--- src/rtl/divisor_arb_pkg.sv ---
// Shared types and constants for the divisor_arbiter block.
package divisor_arb_pkg;

    typedef enum logic [2:0] {
        IDLE,
        ZCHK,
        START,
        WAIT,
        RESP
    } state_t;

    localparam int unsigned MAX_W = 256;

    // Quotient returned for a zero divisor; sliced down to W at the use site.
    localparam logic [MAX_W-1:0] DIV_ZERO_Q = '1;

    // Index width for n items, never less than one bit.
    function automatic int unsigned clog2(input int unsigned n);
        int unsigned r;
        r = 1;
        while ((32'd1 << r) < n) r++;
        return r;
    endfunction

endpackage

--- src/rtl/divisor_arbiter_rr_arbiter.sv ---
// Combinational round-robin pick: first set request at or above ptr, with wrap.
module rr_arbiter #(
    parameter int unsigned NREQ = 3,
    parameter int unsigned IW   = 2
) (
    input  logic [NREQ-1:0] req,
    input  logic [IW-1:0]   ptr,
    output logic [NREQ-1:0] grant,
    output logic [IW-1:0]   idx,
    output logic            any
);

    always_comb begin
        int unsigned j;
        logic        found;
        grant = '0;
        idx   = '0;
        found = 1'b0;
        j     = 0;
        for (int unsigned k = 0; k < NREQ; k++) begin
            j = (32'(ptr) + k) % NREQ;
            if (!found && req[j]) begin
                found    = 1'b1;
                grant[j] = 1'b1;
                idx      = IW'(j);
            end
        end
        any = found;
    end

endmodule

--- src/rtl/divisor_arbiter.sv ---
// Shares one divisor core among NREQ requesters with round-robin arbitration.
// Optional watchdog in WAIT when DIVARB_TIMEOUT_EN is defined.
module divisor_arbiter
    import divisor_arb_pkg::*;
#(
    parameter int unsigned NREQ        = 3,
    parameter int unsigned W           = 32,
    parameter int unsigned TIMEOUT_CYC = 4096
) (
    input  logic              clk,
    input  logic              rst,
    input  logic [NREQ-1:0]   req_valid,
    input  logic [NREQ*W-1:0] req_dv,
    input  logic [NREQ*W-1:0] req_dr,
    output logic [NREQ-1:0]   req_grant,
    output logic [NREQ-1:0]   rsp_valid,
    output logic [W-1:0]      rsp_result,
    output logic [W-1:0]      rsp_mod,
    output logic              rsp_err,
    output logic              busy,
    output logic [W-1:0]      div_dv,
    output logic [W-1:0]      div_dr,
    output logic              div_init,
    input  logic              div_ready,
    input  logic [W-1:0]      div_result,
    input  logic [W-1:0]      div_mod
);

    localparam int unsigned IW = clog2(NREQ);

    state_t          state;
    logic [IW-1:0]   ptr;
    logic [IW-1:0]   owner;
    logic [IW-1:0]   arb_idx;
    logic [NREQ-1:0] arb_grant;
    logic [NREQ-1:0] owner_hot;
    logic            arb_any;
    logic            ready_q;
    logic            ready_rise;
    logic [W-1:0]    sel_dv;
    logic [W-1:0]    sel_dr;

`ifdef DIVARB_TIMEOUT_EN
    localparam int unsigned TW = clog2(TIMEOUT_CYC + 1);
    logic [TW-1:0] tmo_cnt;
`endif

    rr_arbiter #(
        .NREQ (NREQ),
        .IW   (IW)
    ) u_rr (
        .req   (req_valid),
        .ptr   (ptr),
        .grant (arb_grant),
        .idx   (arb_idx),
        .any   (arb_any)
    );

    // Grant is a Mealy pulse so operands are taken in the same cycle it is shown.
    always_comb begin
        req_grant = '0;
        if (state == IDLE && !rst) req_grant = arb_grant;
    end

    always_comb begin
        sel_dv = '0;
        sel_dr = '0;
        for (int unsigned i = 0; i < NREQ; i++) begin
            if (arb_idx == IW'(i)) begin
                sel_dv = req_dv[i*W +: W];
                sel_dr = req_dr[i*W +: W];
            end
        end
    end

    always_comb begin
        owner_hot  = NREQ'(1) << owner;
        ready_rise = div_ready & ~ready_q;
    end

    always_ff @(posedge clk) begin
        if (rst) begin
            state      <= IDLE;
            ptr        <= '0;
            owner      <= '0;
            ready_q    <= 1'b0;
            busy       <= 1'b0;
            div_dv     <= '0;
            div_dr     <= '0;
            div_init   <= 1'b0;
            rsp_valid  <= '0;
            rsp_result <= '0;
            rsp_mod    <= '0;
            rsp_err    <= 1'b0;
`ifdef DIVARB_TIMEOUT_EN
            tmo_cnt    <= '0;
`endif
        end else begin
            ready_q    <= div_ready;
            div_init   <= 1'b0;
            rsp_valid  <= '0;
            rsp_result <= '0;
            rsp_mod    <= '0;
            rsp_err    <= 1'b0;
            case (state)
                IDLE: begin
                    if (arb_any) begin
                        div_dv <= sel_dv;
                        div_dr <= sel_dr;
                        owner  <= arb_idx;
                        ptr    <= (32'(arb_idx) == NREQ - 1) ? '0 : arb_idx + 1'b1;
                        busy   <= 1'b1;
                        state  <= ZCHK;
                    end
                end
                ZCHK: begin
                    if (div_dr == '0) begin
                        rsp_valid  <= owner_hot;
                        rsp_result <= W'(DIV_ZERO_Q);
                        rsp_mod    <= div_dv;
                        rsp_err    <= 1'b1;
                        state      <= RESP;
                    end else begin
                        div_init <= 1'b1;
                        state    <= START;
                    end
                end
                START: begin
`ifdef DIVARB_TIMEOUT_EN
                    tmo_cnt <= '0;
`endif
                    state <= WAIT;
                end
                WAIT: begin
                    // ready_q holds the START-cycle level, so a stale high ready never counts.
                    if (ready_rise) begin
                        rsp_valid  <= owner_hot;
                        rsp_result <= div_result;
                        rsp_mod    <= div_mod;
                        state      <= RESP;
                    end
`ifdef DIVARB_TIMEOUT_EN
                    else if (tmo_cnt == TW'(TIMEOUT_CYC - 1)) begin
                        rsp_valid <= owner_hot;
                        rsp_err   <= 1'b1;
                        state     <= RESP;
                    end else begin
                        tmo_cnt <= tmo_cnt + 1'b1;
                    end
`endif
                end
                RESP: begin
                    busy  <= 1'b0;
                    state <= IDLE;
                end
                default: begin
                    busy  <= 1'b0;
                    state <= IDLE;
                end
            endcase
        end
    end

endmodule
--- config.mk ---
export PLATFORM = sky130hd
export DESIGN_NAME = divisor_arbiter
export DESIGN_NICKNAME = d
export VERILOG_FILES = /design/src/rtl/divisor_arb_pkg.sv /design/src/rtl/divisor_arbiter_rr_arbiter.sv /design/src/rtl/divisor_arbiter.sv
export SDC_FILE = /design/constraint.sdc
export NUM_CORES = 1
export LEC_CHECK = 0
export CORE_AREA = 2 2 157 159
export DETAILED_ROUTE_END_ITERATION = 8
export DIE_AREA = 0 0 159 161
export PLACE_DENSITY = 0.76
export SLEW_MARGIN = 20
export SYNTH_ARGS = -nofsm -noshare
export SYNTH_HDL_FRONTEND = slang
export SYNTH_SLANG_ARGS = --single-unit
--- constraint.sdc ---
create_clock -name clk -period 4.51 [get_ports clk]
set_clock_uncertainty 0.15 [all_clocks]
set_input_delay 0.6765 -clock clk [delete_from_list [all_inputs] [get_ports clk]]
set_output_delay 0.6765 -clock clk [all_outputs]
set_load 0.005 [all_outputs]
# Word level (Yosys, flattened, before mapping)
# Index checks and enable logic that the tools add are counted.
# op_classes
n_addsub,3
n_div,3
order_cmp,6
eq_ne,7
shifts,1
n_mux,46
bitwise_logic,6
n_reduce_logical,17
# ops
operator,count
32-bit two-way mux,10
32-bit case mux with 2 select lines,2
"32-bit by 1-bit >= comparator with 1-bit output, second input constant",3
"32-bit by 3-bit less-than comparator with 1-bit output, second input constant",3
"32-bit by 2-bit remainder unit with 32-bit output, second input constant",2
32-bit zero test,1
"2-bit by 2-bit remainder unit with 32-bit output, second input constant",1
3-bit two-way mux,9
1-bit two-way mux,12
3-bit case mux with 4 select lines,1
2-bit two-way mux,4
1-bit binary-select mux with 2-bit select,3
1-bit demux with 2-bit select,3
"3-bit by 2-bit == test with 1-bit output, second input constant",2
1-bit logical AND,6
3-bit OR,2
3-bit case mux with 2 select lines,1
2-bit AND reduction,3
"2-bit != test, second input constant",2
"2-bit by 1-bit adder with 3-bit output, second input constant",1
"2-bit by 2-bit adder with 3-bit output, second input constant",1
"3-bit by 1-bit == test with 1-bit output, second input constant",1
1-bit zero test,3
3-bit zero test,1
10 further kinds,12
# word_totals
ff_bits,142
out_inout_bits,137

# Logic depth before layout (Yosys ltp)
# Gate-level depths: netlist of run 1.
# logic_depth
word_depth,14
depth_mapped,11
ltp_nobuf,7

# By module
# A second synthesis of run 1 with hierarchy kept.
# hier_totals
hier_cells,689
hier_area_um2,6281.0
# by_module_without_submodules
mod,instances,cells_per_inst,area_each_um2
divisor_arbiter,1,637,5899.4
rr_arbiter,1,52,381.6

# Worst setup path after synthesis of run 1
# Ideal clock, no wire load.
# synth_path
path_type,register -> output
from,register ptr[0]
to,output req_grant[0]
arrival_time_ns,1.570
required_ns,3.684
path_slack_ns,2.114
stages_incl_launch_ff,8
n_path_buf,1
cell_sequence,dfxtp_1 inv_1 ha_1 buf_4 nor2b_1 o2bb2ai_2 a32oi_1 a21oi_1
# synth_between
elab_chain_len,11
elab_cells_between_ends,38
classes_between,add/sub (2); div (3); order compare (6); mux (18); bitwise (2); reduce/logical (7)
# synth_lines
item,line_no,rtl
start: declaration,divisor_arbiter.sv:32,logic [IW-1:0] ptr;
start signal: assignment,divisor_arbiter.sv:111,ptr <= (32'(arb_idx) == NREQ - 1) ? '0 : arb_idx + 1'b1;
2-bit by 1-bit adder with 3-bit output / 2-bit by 2-bit remainder unit with 32-bit output (equally long branches),divisor_arbiter_rr_arbiter.sv:21,j = (32'(ptr) + k) % NREQ;
32-bit by 2-bit remainder unit with 32-bit output (tied with other cells),divisor_arbiter_rr_arbiter.sv:21,
32-bit by 1-bit >= comparator with 1-bit output (implied by the code) (tied with other cells),divisor_arbiter_rr_arbiter.sv:24,grant[j] = 1'b1;
1-bit logical AND (implied by the code) (tied with other cells),divisor_arbiter_rr_arbiter.sv:24,
1-bit two-way mux (implied by the code) (tied with other cells),divisor_arbiter_rr_arbiter.sv:24,
1-bit demux with 2-bit select (tied with other cells),--,
3-bit OR (no line) / 1-bit two-way mux (equally long branches),--,
3-bit two-way mux / 1-bit zero test (equally long branches),divisor_arbiter_rr_arbiter.sv:22,if (!found && req[j]) begin
3-bit OR (no line) / 1-bit logical AND (equally long branches),--,
3-bit two-way mux *,divisor_arbiter_rr_arbiter.sv:22,
3-bit two-way mux *,divisor_arbiter.sv:62,if (state == IDLE && !rst) req_grant = arb_grant;
end: declaration,divisor_arbiter.sv:15,"output logic [NREQ-1:0] req_grant,"
# Mark *: on every way between the ends. The rest lies on a longest branch, timed or not. The select of a mux whose other input is x is not followed.

# Worst setup path in the final report of run 1
# Ends and elaborated chain as after synthesis.

==> impl_results.md, run 1 <==
* Syn_area_per_cell at 9.84 µm²
* Crit. End Element: output port
* Sequential power share at 30.3%
* Final Hold Viols at 0
* Hold depth at 1
* Share of cells above drive strength 1 at 9.46%
* Combinational power share at 47.7%
* Max Cap Viol at 0
* Setup repair after global routing missed its margin: no
* Antenna-violating nets left at 0
* Top post-synthesis cells by area: dfxtp_1 (38%), mux2i_1 (8.7%), nand3b_1 (6.5%), o41ai_2 (5.2%), o21bai_1 (4.9%)
* Highest clock rate at 0.278 GHz
* GRT Total Usage at 20.9%
* Slew @ Worst Pin at 0.999 ns
* Syn. warnings at 0
* Register bit count reported by yosys at 142
* Vias at 7497
* WP data arrival at 2.77 ns
* CP delay by family, top: buffers and inverters
* Critical path fanouts, max at 16
* Pwr per Cell Area at 513 nW/µm²
* Synth Cell Area at 7560 µm²
* Post-synth EDFFs at 0
* # rows at 57
* Net Sw Frac at 41.0%
* Placement Cell Area at 11500 µm²
* Total Wirelength at 27.8 mm
* Avg WL per Cell at 19.2 µm
* Total CTS buffers at 17
* Post-layout util at 50.6%
* CP required at 3.68 ns
* Post-CTS Resized at 0
* Hold slack at 0.319 ns
* Min cycle time layout at 3.60 ns
* 1st-pass router iterations at 5
* Crit path kind: flop to output port
* Skew-Pair Late Insertion Delay at 0.41 ns
* Detail Placement HPWL at 20.1 mm
* Seq/Total Area, Yosys at 37.6%
* Final nets at 1373
* WP buf/inv at 2
* Ys async rst share at 0%
* Worst vdd ir at 0.585 mV
* Post-synth top cells: dfxtp_1 (142), nor2_1 (95), mux2i_1 (66)
* Min-Delay Path Class: flop to flop
* Antenna violations before repair at 1
* GPL Wtd Cong at 0.840
* Fin crit share at 79.8%
* CP cell instances: inv_1 -> ha_1 -> mux2i_1 -> o22ai_2 -> nor2_1 -> nand3_1 -> a21oi_1 -> clkdlybuf4s50_1
* Max Slew Vio Count at 0
* Fin area at 12100 µm²
* GRT Residual Overflow at 0
* Pleak at 4.26 nW
* Number of global-route vias before repair at 7168
* Relative slew slack at 33.4%
* First-pass GRT wire length at 42.6 mm
* Clk network pwr share at 22.0%
* Die ar. at 25600 µm²
* Chip Width at 159 µm
* Clock Pin Slew Worst Setup and Hold Paths at 0.07 ns
* Cell taking the most area after synthesis: dfxtp_1
* Clock sinks at 142
* Area added between synthesis and finish at 60.3%
* Largest stage delay, worst path at 0.52 ns
* Filler cells at 2202
* Number of port buffers at 398
* Cell variety after synth at 53
* Num ports at 399
* Status: finished clean
* Slowest cell on crit path: clkdlybuf4s50_1
* Int Power at 3.67 mW
* Die height at 161 µm
* Sw power at 2.55 mW
* Post-synth top flop: dfxtp_1
* Root Driver: clkbuf_16
* Startpoint types: flop
* CTS tree: yes
* Area share of the largest cell type after synthesis at 37.6%
* Core area at 24000 µm²
* Setup TNS at 0 ns
* Max clock buf depth at 2
* Most numerous cell in the Yosys netlist: dfxtp_1
* H-Tree Depth at 4
* Pin count of the biggest net entering global routing at 131
* Power Total at 6.22 mW
* Hold bufs inserted after CTS at 0
* Syn nets at 1034
* Avg Vias per Cell at 5.19
* Initial Utilization at 31.5%
* Postcts setup bufs at 0
* # DRC at 0
* FF-to-FF path depth at 7
* Iter 0 DRT Violations at 520
* Critical path depth at 8
* Cell count after synthesis at 768
* # setup viols final at 0
## path summary, 6_finish.rpt
kind	from	endpoint	slack, ns
worst max-delay path	ptr[0]	req_grant[0]	0.91
worst min-delay path	busy	busy	0.32
worst max register to register	ptr[0]	div_dv[19]	1.32
worst min register to register	busy	busy	0.32
## sequential cells by signal, summed over array words and instances, names as in the netlist
| name | flops |
|---|---|
| div_dr | 32 |
| div_dv | 32 |
| rsp_mod | 32 |
| rsp_result | 32 |
| rsp_valid | 3 |
| state | 3 |
| owner | 2 |
| ptr | 2 |
| busy | 1 |
| div_init | 1 |
| ready_q | 1 |
| rsp_err | 1 |
## kinds of logic (layout without fill, tap and decap cells)
family | Yosys count | in the layout | share of synthesized area (%)
muxes | 66 | 66 | 8.74
and+or+nand+nor | 255 | 255 | 21.0
other | 0 | 1 | 0
buffers and inverters | 94 | 446 | 7.33
adders and majority gates | 4 | 4 | 0.662
AOI/OAI and AO/OA | 207 | 207 | 24.6
DFF | 142 | 142 | 37.6
## placed cells by master (no fill, tap or decap), types with 6 or more instances in the layout
cell type	instances
a22oi_1	34
clkdlybuf4s50_1	397
clkbuf_16	17
o311ai_2	10
o311ai_1	29
nor4_1	9
nand4b_1	29
nand2_1	13
o21bai_1	49
nor2b_1	7
nor3_1	6
nor2_1	95
mux2i_1	66
buf_4	10
nand4b_2	10
a21oi_1	40
dfxtp_1	142
nand3b_1	65
o41ai_2	24
## power groups by stage
stage | Combinational [mW] | Sequential, mW | Clock, mW
2_1_floorplan | 1.93 | 1.80 | 0
3_5_place_dp | 2.96 | 1.91 | 0
4_1_cts | 2.97 | 1.89 | 1.40
3_3_place_gp | 2.91 | 1.91 | 0
5_1_grt | 3.21 | 1.92 | 1.45
6_report | 2.97 | 1.89 | 1.37
## worst reg2reg max path: stages (launching register included)
cell and delay (ns):
dfxtp_1 0.38, inv_1 0.08, ha_1 0.47, nand2b_1 0.24, a21boi_0 0.39, o31a_4 0.83, mux2i_1 0.27, o41ai_2 0.31
## metal layers
metal | global-route usage [%] | vias up | wire (µm)
met4 | 5.37 | 0 | 420
met1 | 27.0 | 3577 | 12000
li1 | - | 3563 | -
met5 | 0 | - | 0
met2 | 35.4 | 333 | 13600
met3 | 4.83 | 24 | 1720
## layout make-up
| class | instances | area (µm²) | area share (%) |
|---|---|---|---|
| antenna | 1 | 2.50 | 0.0206 |
| clock buffer | 17 | 425 | 3.51 |
| clock inverter | 15 | 156 | 1.29 |
| inverter | 5 | 18.8 | 0.155 |
| multi-input combinational | 532 | 4180 | 34.5 |
| sequential | 142 | 2840 | 23.5 |
| tap | 324 | 405 | 3.35 |
| timing repair buffer | 409 | 4090 | 33.7 |
## metrics by stage
stage / std cells / worst slack [ns]
4_1_cts: 1444 / 0.866
6_report: 1445 / 0.913
5_1_grt: 1444 / 0.617
3_5_place_dp: 1412 / 1.00
3_3_place_gp: 1412 / 1.05
2_1_floorplan: 768 / 2.11
Power figures use the tool's default switching activity.
==> run 2: changes to the inputs <==
--- a/config.mk
+++ b/config.mk
@@ -5,10 +5,10 @@
 export SDC_FILE = /design/constraint.sdc
 export NUM_CORES = 1
 export LEC_CHECK = 0
-export CORE_AREA = 2 2 157 159
+export CORE_ASPECT_RATIO = 0.5
+export CORE_UTILIZATION = 40
 export DETAILED_ROUTE_END_ITERATION = 8
-export DIE_AREA = 0 0 159 161
-export PLACE_DENSITY = 0.76
+export PLACE_DENSITY = 0.9
 export SLEW_MARGIN = 20
 export SYNTH_ARGS = -nofsm -noshare
 export SYNTH_HDL_FRONTEND = slang
==> constraint.sdc (replaced) <==
create_clock -name clk -period 3.6 [get_ports clk]
set_clock_uncertainty 0.15 [all_clocks]
set_input_delay 0.54 -clock clk [delete_from_list [all_inputs] [get_ports clk]]
set_output_delay 0.54 -clock clk [all_outputs]
set_load 0.005 [all_outputs]
==> impl_results.md, run 2 (synthesis gave the netlist of run 1 again) <==
* Chip Width at 196 µm
* Max Cap Viol at 0
* Setup repair after global routing missed its margin: no
* Slew @ Worst Pin at 1.07 ns
* GRT Total Usage at 28.4%
* Number of global-route vias before repair at 7639
* Setup ws final at 0.193 ns
* Clock Pin Slew Worst Setup and Hold Paths at 0.07 ns
* Startpoint types: flop
* First-pass GRT wire length at 42.7 mm
* Root Driver: clkbuf_16
* WP data arrival at 2.72 ns
* Status: finished clean
* Avg WL per Cell at 20.8 µm
* Filler cells at 1433
* Num ports at 399
* Area added between synthesis and finish at 61.0%
* CP required at 2.91 ns
* Hold depth at 2
* Final nets at 1384
* Commonest non-fill, non-tap cell in the layout: clkdlybuf4s50_1
* Avg Vias per Cell at 5.65
* Min cycle time layout at 3.41 ns
* Worst r2r src: ptr[0]
* Leading cell types in the layout, fill and taps excluded: clkdlybuf4s50_1 (397), dfxtp_1 (142), nor2_1 (95)
* Worst slack, placed at 0.270 ns
* Hold slack at 0.310 ns
* Hold bufs inserted after CTS at 0
* Relative slew slack at 28.7%
* Reg2reg setup slack at 0.64 ns
* Setup TNS at 0 ns
* Pleak at 4.34 nW
* Worst Setup SP: ptr[1]
* Worst R2R End: div_dv[9]
* Pwr per Cell Area at 659 nW/µm²
* Critical path fanouts, max at 11
* Antenna-violating nets left at 0
* 1st-pass router iterations at 5
* Worst vdd ir at 0.362 mV
* Die ar. at 19500 µm²
* Total Wirelength at 29.0 mm
* Power Total at 8.01 mW
* Pin count of the biggest net entering global routing at 118
* Final Hold Viols at 0
* Postcts setup bufs at 0
* Post-CTS Resized at 0
* GRT Residual Overflow at 0
* Share of cells above drive strength 1 at 10.4%
* Max clock buf depth at 2
* Total CTS buffers at 17
* Antenna violations before repair at 1
* Skew-Pair Late Insertion Delay at 0.42 ns
* Core area at 18400 µm²
* FF-to-FF path depth at 7
* GPL Wtd Cong at 0.917
* Placement Cell Area at 11600 µm²
* Iter 0 DRT Violations at 524
* Fin crit share at 94.7%
* Min-Delay Path Class: input port to flop
* Detail Placement HPWL at 21.2 mm
* # rows at 35
* Fin area at 12200 µm²
* Hold Startpoint: rst
* Vias at 7855
* Die height at 99.2 µm
* Highest clock rate at 0.293 GHz
* Crit path kind: flop to output port
* Crit. End Element: output port
* H-Tree Depth at 4
* Number of port buffers at 398
* Max Slew Vio Count at 0
* Initial Utilization at 41.0%
* CP endpoint: req_grant[1]
* # setup viols final at 0
* # DRC at 0
* Clock sinks at 142
* CTS tree: yes
run 2: cell count changes in the layout (fill, tap and decap cells not counted), sizes merged:
cell	delta
clkbuf	+2
clkinv	-3
buf	+11
bufinv	+2
clkinvlp	-1
run 2: final cells by class:
class	count	area, µm²	area share, %
inverter	5	18.8	0.154
clock buffer	19	453	3.72
clock inverter	13	154	1.26
antenna	1	2.50	0.0206
multi-input combinational	532	4180	34.3
timing repair buffer	420	4200	34.5
tap	259	324	2.66
sequential	142	2840	23.4
run 2: stage by stage:
stage / instances / utilization, %
finish: 1391 / 66.0
global route: 1391 / 66.0
floorplan: 768 / -
detailed placement: 1358 / 62.7
CTS: 1390 / 66.0
global placement: 1358 / 62.7
run 2: worst max-delay path: stages, from the launching register on:
cell and delay (ns):
dfxtp_1 0.34, inv_1 0.09, ha_1 0.43, nand2_1 0.12, o22ai_2 0.37, nand2_1 0.13, o31a_1 0.14, nor2_1 0.16
clkdlybuf4s50_1 0.53
run 2: per-layer routing:
metal / up-vias / wire, µm / GRT usage [%]
met3: 75 / 1950 / 6.65
met4: 0 / 908 / 10.6
met1: 3814 / 11900 / 35.3
met2: 386 / 14200 / 48.1
li1: 3580 / - / -
met5: - / 0 / 0
run 2: how the worst min path moves through the flow:
stage | endpoint | slack [ns]
after floorplan | rsp_valid[1] | 0.28
after global placement | rsp_valid[1] | 0.30
after detailed placement | rsp_valid[1] | 0.31
after CTS | rsp_err | 0.29
after global routing | rsp_err | 0.30
final | rsp_err | 0.31
run 2: where the power goes:
| part | switching (mW) | internal, mW |
|---|---|---|
| logic | 2.04 | 1.79 |
| clock network | 0.764 | 1.08 |
| registers | 0.396 | 1.95 |
| total | 3.21 | 4.81 |
